**src/rtl/mips_pkg.sv**
```systemverilog
// Shared widths, well-known register indices and index type
// for the ID-stage register file and its scoreboard.
package mips_pkg;

  localparam int DATA_W = 32;
  localparam int ADDR_W = 5;

  typedef logic [ADDR_W-1:0] reg_idx_t;

  localparam reg_idx_t REG_ZERO = 5'd0;
  localparam reg_idx_t REG_RA   = 5'd31;

endpackage

```
**src/rtl/regfile_scoreboard.sv**
```systemverilog
// Busy-bit scoreboard: in-flight producer tracking, pending
// lookups for both source ports and a registered busy count.
module regfile_scoreboard
  import mips_pkg::*;
#(
  parameter int ADDR_W   = mips_pkg::ADDR_W,
  parameter int NUM_REGS = 32,
  parameter int BYPASS   = 1
) (
  input  logic              clk,
  input  logic              rst,
  input  logic              set_en,
  input  logic [ADDR_W-1:0] set_idx,
  input  logic              clr_en,
  input  logic [ADDR_W-1:0] clr_idx,
  input  logic [ADDR_W-1:0] rs_addr,
  input  logic [ADDR_W-1:0] rt_addr,
  output logic              rs_pend,
  output logic              rt_pend,
  output logic [ADDR_W:0]   pend_cnt
);

  logic [NUM_REGS-1:0] busy_q;
  logic [NUM_REGS-1:0] busy_d;
  logic [ADDR_W:0]     cnt_d;
  logic                byp_hit_rs;
  logic                byp_hit_rt;

  // Next busy vector: clear first so a same-index set wins.
  always_comb begin
    busy_d = busy_q;
    if (clr_en && clr_idx != '0)
      busy_d[clr_idx] = 1'b0;
    if (set_en && set_idx != '0)
      busy_d[set_idx] = 1'b1;
    busy_d[0] = 1'b0;
  end

  // Population count of the next busy vector.
  always_comb begin
    cnt_d = '0;
    for (int i = 0; i < NUM_REGS; i++)
      cnt_d = cnt_d + {{ADDR_W{1'b0}}, busy_d[i]};
  end

  // Busy bits and their count move together.
  always_ff @(posedge clk or negedge rst) begin
    if (!rst) begin
      busy_q   <= '0;
      pend_cnt <= '0;
    end else begin
      busy_q   <= busy_d;
      pend_cnt <= cnt_d;
    end
  end

  // A register being written back this cycle is not pending
  // when the write is forwarded to the read ports.
  always_comb begin
    byp_hit_rs = (BYPASS != 0) && clr_en && (clr_idx == rs_addr);
    byp_hit_rt = (BYPASS != 0) && clr_en && (clr_idx == rt_addr);
    rs_pend    = busy_q[rs_addr] && !byp_hit_rs;
    rt_pend    = busy_q[rt_addr] && !byp_hit_rt;
  end

endmodule

```
**src/rtl/id_regfile_sb.sv**
```systemverilog
// ID-stage register file: storage, bypassed read ports and
// the load-use stall built from the scoreboard lookups.
module id_regfile_sb
  import mips_pkg::*;
#(
  parameter int DATA_W   = mips_pkg::DATA_W,
  parameter int ADDR_W   = mips_pkg::ADDR_W,
  parameter int NUM_REGS = 32,
  parameter int BYPASS   = 1
) (
  input  logic              clk,
  input  logic              rst,
  input  logic              wb_we,
  input  logic [ADDR_W-1:0] wb_waddr,
  input  logic [DATA_W-1:0] wb_wdata,
  input  logic [ADDR_W-1:0] rs_addr,
  input  logic [ADDR_W-1:0] rt_addr,
  input  logic              rs_used,
  input  logic              rt_used,
  input  logic              iss_valid,
  input  logic              iss_wr,
  input  logic [ADDR_W-1:0] iss_rd,
  output logic [DATA_W-1:0] rs_data,
  output logic [DATA_W-1:0] rt_data,
  output logic              stall,
  output logic [ADDR_W:0]   pend_cnt
);

  logic [DATA_W-1:0] regs [NUM_REGS];
  logic              rs_pend;
  logic              rt_pend;
  logic              set_en;
  logic              wr_en;

  assign wr_en  = wb_we && (wb_waddr != '0);
  assign set_en = iss_valid && iss_wr && !stall;

  // Architectural state; r0 is never written.
  always_ff @(posedge clk or negedge rst) begin
    if (!rst) begin
      for (int i = 0; i < NUM_REGS; i++)
        regs[i] <= '0;
    end else if (wr_en) begin
      regs[wb_waddr] <= wb_wdata;
    end
  end

  // Read port A: r0 reads zero, WB data forwarded if enabled.
  always_comb begin
    rs_data = '0;
    if (rs_addr != '0) begin
      if ((BYPASS != 0) && wb_we && wb_waddr == rs_addr)
        rs_data = wb_wdata;
      else
        rs_data = regs[rs_addr];
    end
  end

  // Read port B: same rules as port A.
  always_comb begin
    rt_data = '0;
    if (rt_addr != '0) begin
      if ((BYPASS != 0) && wb_we && wb_waddr == rt_addr)
        rt_data = wb_wdata;
      else
        rt_data = regs[rt_addr];
    end
  end

  // Hold ID when a source the instruction uses is pending.
  always_comb begin
    stall = (rs_used && rs_pend) || (rt_used && rt_pend);
  end

  regfile_scoreboard #(
    .ADDR_W   (ADDR_W),
    .NUM_REGS (NUM_REGS),
    .BYPASS   (BYPASS)
  ) u_sb (
    .clk      (clk),
    .rst      (rst),
    .set_en   (set_en),
    .set_idx  (iss_rd),
    .clr_en   (wb_we),
    .clr_idx  (wb_waddr),
    .rs_addr  (rs_addr),
    .rt_addr  (rt_addr),
    .rs_pend  (rs_pend),
    .rt_pend  (rt_pend),
    .pend_cnt (pend_cnt)
  );

endmodule

```
**config.mk**
```make
export PLATFORM = sky130hd
export DESIGN_NAME = id_regfile_sb
export DESIGN_NICKNAME = d
export VERILOG_FILES = /design/src/rtl/mips_pkg.sv /design/src/rtl/regfile_scoreboard.sv /design/src/rtl/id_regfile_sb.sv
export SDC_FILE = /design/constraint.sdc
export NUM_CORES = 2
export LEC_CHECK = 0
export BUFFER_PORTS_ARGS = -buffer_cell sky130_fd_sc_hd__buf_2
export CAP_MARGIN = 0
export CORE_ASPECT_RATIO = 1.25
export CORE_MARGIN = 2
export CORE_UTILIZATION = 57
export CTS_CLUSTER_DIAMETER = 50
export DETAILED_ROUTE_END_ITERATION = 7
export PLACE_DENSITY = 0.76
export REMOVE_ABC_BUFFERS = 1
export SLEW_MARGIN = 20
export SYNTH_ARGS = -nofsm -noshare
export SYNTH_HDL_FRONTEND = slang
export SYNTH_HIERARCHICAL = 1
export SYNTH_SLANG_ARGS = --single-unit
```
**constraint.sdc**
```tcl
create_clock -name clk -period 7.35 [get_ports clk]
set_clock_uncertainty 0.05 [all_clocks]
set_input_delay 0.3675 -clock clk [delete_from_list [all_inputs] [get_ports clk]]
set_output_delay 0.3675 -clock clk [all_outputs]
set_load 0.02 [all_outputs]
```
# == Word-level counts from Yosys, hierarchy flattened ==
# Cells that the tools add are included.
# Widths: inputs -> output; s select.
# word_totals
output_inout_bits,71
reg_bits,1061
wordCells,126
inputBits,59
# classes
bitwise,6
muxes,23
magnitude_cmp,10
n_reduce_logical,21
n_eq_ne,2
add_sub_neg,30
# ops
operator,count
$bwmux 1024,1
$mux 32,11
$bmux 32 s5,2
$add 6x1->6,29
$demux 32 s5,1
$and 32x32->32,1
$not 32->32,1
$or 32x32->32,1
$lt 5x6->1 const B,4
$reduce_bool 5->1,4
$ge 6x6->1 const B,3
$not 5->6,3
$logic_and 1x1->1,13
$bmux 1 s5,2
$demux 1 s5,2
$eq 5x5->1,2
$ge 5x1->1 const B,2
$lt 6x1->1 const B,1
$mux 1,4
$logic_not 1->1,3
$add 1x1->2,1
$logic_or 1x1->1,1

# == Logic depth before layout (Yosys ltp) ==
# logic_depth
word_depth,40
mapped_depth,27
mapped_depth_nobuf,25

# == By module ==
# The synthesis kept the hierarchy.
# modules_own_cells
mod,n_inst,cells_per_inst,seq_area_each_um2,area_per_inst_um2
id_regfile_sb,1,3772,25624.6,54740.0
regfile_scoreboard,1,292,925.9,3014.1

# == Least setup slack after synthesis ==
# OpenSTA, ideal clock, no wires.
# synth_path
path_kind,input to register
from,in rs_addr[2]
to,reg u_sb.pend_cnt[4]
path_slack_ns,0.221
stages,24
n_path_buf,2
t_arrival_ns,6.999
setup_ns,0.080
required_time_ns,7.220
cell_sequence,buf_6 mux4_2 or3b_1 o2111ai_1 o32ai_1 a22o_1 nor2_1 clkbuf_1 nand3_1 o21a_1 fa_1 inv_1 fa_1 inv_1 fa_1 inv_1 fa_1 fa_1 fa_1 fa_1 fa_1 a21o_1 a21oi_1 xnor2_1
# synth_between
elab_chain_cells,40
elab_cells_between_ends,42
cone_classes,add/sub (30); eq/ne (1); mux (3); reduce/logical (8)
# synth_lines
item,line_no,source
start: declaration,id_regfile_sb.sv:16,"input logic [ADDR_W-1:0] rs_addr,"
branches (longest 3 deep; another with $bmux 1 s5),n/a,
$logic_and 1x1->1 (*),regfile_scoreboard.sv:62,rs_pend = busy_q[rs_addr] && !byp_hit_rs;
via rs_pend,id_regfile_sb.sv:30,logic rs_pend;
$logic_and 1x1->1 (*),id_regfile_sb.sv:72,stall = (rs_used && rs_pend) || (rt_used && rt_pend);
$logic_or 1x1->1 (*),id_regfile_sb.sv:72,
via stall,id_regfile_sb.sv:25,"output logic stall,"
$logic_not 1->1 (*),id_regfile_sb.sv:36,assign set_en = iss_valid && iss_wr && !stall;
$logic_and 1x1->1 (*),id_regfile_sb.sv:36,
via set_en,id_regfile_sb.sv:32,logic set_en;
$logic_and 1x1->1 (*),regfile_scoreboard.sv:34,if (set_en && set_idx != '0)
$mux 32 (*),regfile_scoreboard.sv:34,
$add 1x1->2,regfile_scoreboard.sv:43,"cnt_d = cnt_d + {{ADDR_W{1'b0}}, busy_d[i]};"
$add 6x1->6 (28 in series),regfile_scoreboard.sv:43,
$add 6x1->6 (*),regfile_scoreboard.sv:43,
via u_sb.cnt_d[4],regfile_scoreboard.sv:25,logic [ADDR_W:0] cnt_d;
end signal: assignment,regfile_scoreboard.sv:53,pend_cnt <= cnt_d;
end: declaration,regfile_scoreboard.sv:20,output logic [ADDR_W:0] pend_cnt
# Mark *: on every way through the listed nets, which the timed path passes. The select of a mux whose other input is x is not followed.
# A chain may end at the register's enable or synchronous reset.

# == Worst setup path after layout ==
# layout_path
from,reg u_sb.busy_q[23]
to,reg u_sb.pend_cnt[4]
# layout_between
elab_chain_cells,39
elab_cells_between_ends,46
cone_classes,add/sub (30); mux (6); bitwise (2); reduce/logical (8)
# layout_lines
item,line_no,source
start: declaration,regfile_scoreboard.sv:23,logic [NUM_REGS-1:0] busy_q;
start signal: assignment,regfile_scoreboard.sv:52,busy_q <= busy_d;
$bmux 1 s5 (*),regfile_scoreboard.sv:62,
$mux 1 (implied by the code) (*),regfile_scoreboard.sv:62,
$logic_and 1x1->1 (*),regfile_scoreboard.sv:62,
via rs_pend,id_regfile_sb.sv:30,
$logic_and 1x1->1 (*),id_regfile_sb.sv:72,
$logic_or 1x1->1 (*),id_regfile_sb.sv:72,
$logic_not 1->1 (*),id_regfile_sb.sv:36,
$logic_and 1x1->1 (*),id_regfile_sb.sv:36,
via set_en,id_regfile_sb.sv:32,
$logic_and 1x1->1 (*),regfile_scoreboard.sv:34,
$mux 32 (*),regfile_scoreboard.sv:34,
$add 1x1->2,regfile_scoreboard.sv:43,
$add 6x1->6 (28 in series),regfile_scoreboard.sv:43,
$add 6x1->6 (*),regfile_scoreboard.sv:43,
via u_sb.cnt_d[4],regfile_scoreboard.sv:25,
# Mark *: on every way through the listed nets, which the timed path passes. The rest lies on a longest branch. The select of a mux whose other input is x is not followed.

==> summary.md <==
| Metric | Value |
|---|---|
| Root buf cell | clkbuf_16 |
| Placed inst area | 59200 sq um |
| Share of layout cells above drive strength 1 | 25.7% |
| Top-area cell type share of the netlist area | 46.0% |
| Critical Path Start | u_sb/busy_q[23] |
| Starting Density | 57.5% |
| P per Cell Area | 282 nW/um^2 |
| Rows | 130 |
| H-Tree Depth | 3 |
| Max Clock Freq | 143 MHz |
| Die ar. | 104000 sq um |
| Crit-path cells | mux4_2, or3b_1, o2111ai_1, o32ai_1, a22o_1, nor2_1, buf_4, nand4b_1, o21a_1, fa_1, fa_1, fa_1, inv_1, fa_1, fa_1, fa_1, fa_2, fa_1, a21o_1, a21oi_1, xnor2_1 |
| Setup violators final | 0 |
| Worst slack, placed | -0.0215 ns |
| CP endpoint kind | flip-flop |
| CTS Buffer Depth | 3 |
| Gate count of the mapped netlist | 4064 |
| CTS tree | built |
| Status | finished clean |
| Sequential share of the synthesized area | 46.0% |
| IO Pins | 130 |
| P&R area growth vs syn | 9.30% |
| Leakage | 28.0 nW |
| Total Wirelength | 173 mm |
| Critical path depth in cells | 21 |
| Via/cell ratio | 7.16 |
| Post-synth EDFFs | 0 |
| Finished Core Util | 62.8% |
| Port bufs | 129 |
| Worst-Margin Slew | 1.16 ns |
| Reg2reg end | u_sb/pend_cnt[4] |
| Cell taking the most area after synthesis | dfrtp_1 |
| Synthesis Warnings | 6 |
| Final count of pins violating max slew | 0 |
| Tot GR Track Use | 33.8% |
| Post-route worst setup slack | 0.370 ns |
| Synth top area cells | dfrtp_1 (46%), mux2_1 (16%), mux4_2 (15%) |
| Commonest cells post-synth | dfrtp_1 (1061), mux2_1 (824), mux4_2 (396) |
| Min-delay worst type | in -> reg |
| Vias in the first global route | 39927 |
| Die Ht | 360 um |
| Fin. Hold Viols | 0 |
| Final Power | 17.8 mW |
| Global route overflow | 0 |
| First-pass GRT wire length | 259 mm |
| DR pass1 iterations | 5 |
| Setup CP Type | reg -> reg |
| Final instance count without filler cells | 5385 |
| Period utilization | 95.0% |
| Largest net degree at the start of global routing | 174 |
| Clock slew seen by the registers of the worst setup and hold paths | 0.06 ns |
| Buf+Inv Stages, Crit Path | 2 |
| Critical Path RT | 7.94 ns |
| Mean Syn Cell Area | 14.2 sq um |
| RePlAce Congestion | 0.855 |
| Routed Antenna Nets | 0 |
| Peak per-stage delay on the critical path | 0.57 ns |
| Fillcell total | 7468 |
| Detailed placer's ending HPWL | 98.8 mm |
| Final Critical Period | 6.98 ns |
| WL/cell | 32.1 um |
| DRC viols | 0 |
| Nets | 4060 |
| Top-count cell post-synth | dfrtp_1 |
| Hold Slack | 0.0615 ns |
| Worst Hold Depth | 3 |
| Most used cell, CP | fa_1 |
| Setup TNS | 0 ns |
| Vias | 38578 |
| Fraction of registers with async set/reset | 100% |
| Die width | 289 um |
| Max_cap viols | 0 |
| Clk_lat worst skew | 0.72 ns |
| Initial antenna violation count | 10 |
| Finished Cell Area | 63100 sq um |
| Placed Cells | 5172 |
| DRT iter0 DRCs | 4032 |
| Worst R2R Setup Slack | 0.37 ns |
| Cts bufs inserted | 111 |
| Worst path arrival time | 7.57 ns |
| Worst hold endpoint | u_sb/busy_q[19] |
| CORE AREA | 101000 sq um |
| Ys flop type | dfrtp_1 |
| Worst path top cell family by delay | adder cells |
| CP max FO | 8 |
| Worst ir drop on vdd | 0.819 mV |
| Max transition margin | 22.4% |
| CP max-delay cell | fa_1 |
| Worst R2R Path Depth | 21 |
| Worst flop-to-flop path startpoint | u_sb/busy_q[23] |
| Hold path start | iss_rd[0] |
| Worst Setup Start Kind | flip-flop |
| Synth cell types | 60 |
| Synth Cell Area | 57800 sq um |
| Yosys reg bits | 1061 |
| Sinks on Clock Net | 1061 |
==> power by group <==
group / total, mW / internal [mW] / switching (mW)
registers: 7.80 / 6.98 / 0.822
clock network: 5.86 / 3.43 / 2.43
logic: 4.12 / 2.18 / 1.94
total: 17.8 / 12.6 / 5.19
==> worst reg2reg max path, cell delays in order (launching register included) <==
cell and delay (ns):
dfrtp_1 0.40, mux4_2 0.46, or3b_1 0.38, o2111ai_1 0.12
o32ai_1 0.13, a22o_1 0.25, nor2_1 0.10, buf_4 0.16
nand4b_1 0.17, o21a_1 0.23, fa_1 0.56, fa_1 0.45
fa_1 0.57, inv_1 0.07, fa_1 0.50, fa_1 0.53
fa_1 0.44, fa_2 0.39, fa_1 0.47, a21o_1 0.19
a21oi_1 0.16, xnor2_1 0.13
==> registers in the layout, indices dropped and copies added (netlist names) <==
signal / count
regs: 1024
u_sb/busy_q: 31
u_sb/pend_cnt: 6
==> kinds of logic after synthesis <==
logic type	count (synthesis)	share of synthesized area [%]
mux	1707	40.4
xor+xnor	23	0.349
compound gates	529	6.63
buf+inv	485	3.75
fa+ha+maj	30	0.949
simple gates	229	1.97
flops	1061	46.0
==> worst max-delay path by stage <==
stage / to
finish: u_sb/pend_cnt[4]
global route: u_sb/pend_cnt[4]
CTS: u_sb/pend_cnt[4]
detailed placement: u_sb/pend_cnt[4]
global placement: u_sb/pend_cnt[4]
floorplan: u_sb/pend_cnt[4]
==> metal layers <==
layer / GRT usage [%] / up-vias / routed length, um
met5: 0 / - / 39
met3: 5.71 / 500 / 14300
li1: - / 15442 / -
met4: 16.7 / 6 / 9020
met2: 53.7 / 1983 / 83600
met1: 45.2 / 20647 / 66200
==> area by class of cell <==
type	instances	area (sq um)	area share, %
diodes	2	5.00	0.00793
clock buffers	158	3210	5.08
clock inverters	47	596	0.943
inverters	33	124	0.196
multi-input cells	2518	29300	46.4
flip-flops and latches	1061	26600	42.1
well taps	1320	1650	2.62
repair buffers	246	1720	2.73
==> what timing repair did <==
item | 4_1_cts | 5_1_grt
hold endpoints to repair | 95 | 0
setup buffers | 0 | 1
resized for setup | 0 | 3
hold buffers | 5 | 0
endpoints found under the setup margin | 0 | 1
==> placed cells by master, fill, tap and decap left out, types with 22 or more instances in the layout <==
cell type,n
nand2_1,87
clkbuf_1,25
a221o_1,24
mux2_2,175
clkbuf_16,114
o21ai_1,79
mux2i_1,310
a22oi_1,94
dfrtp_1,1061
o221ai_1,39
fa_1,22
xnor2_1,22
o21ai_0,26
o22ai_1,33
a32o_1,32
buf_2,120
buf_4,105
inv_1,31
o2111ai_1,24
mux2_1,824
a211oi_1,41
mux4_2,396
a21oi_1,55
No activity file was read; power rests on OpenSTA's default activity.
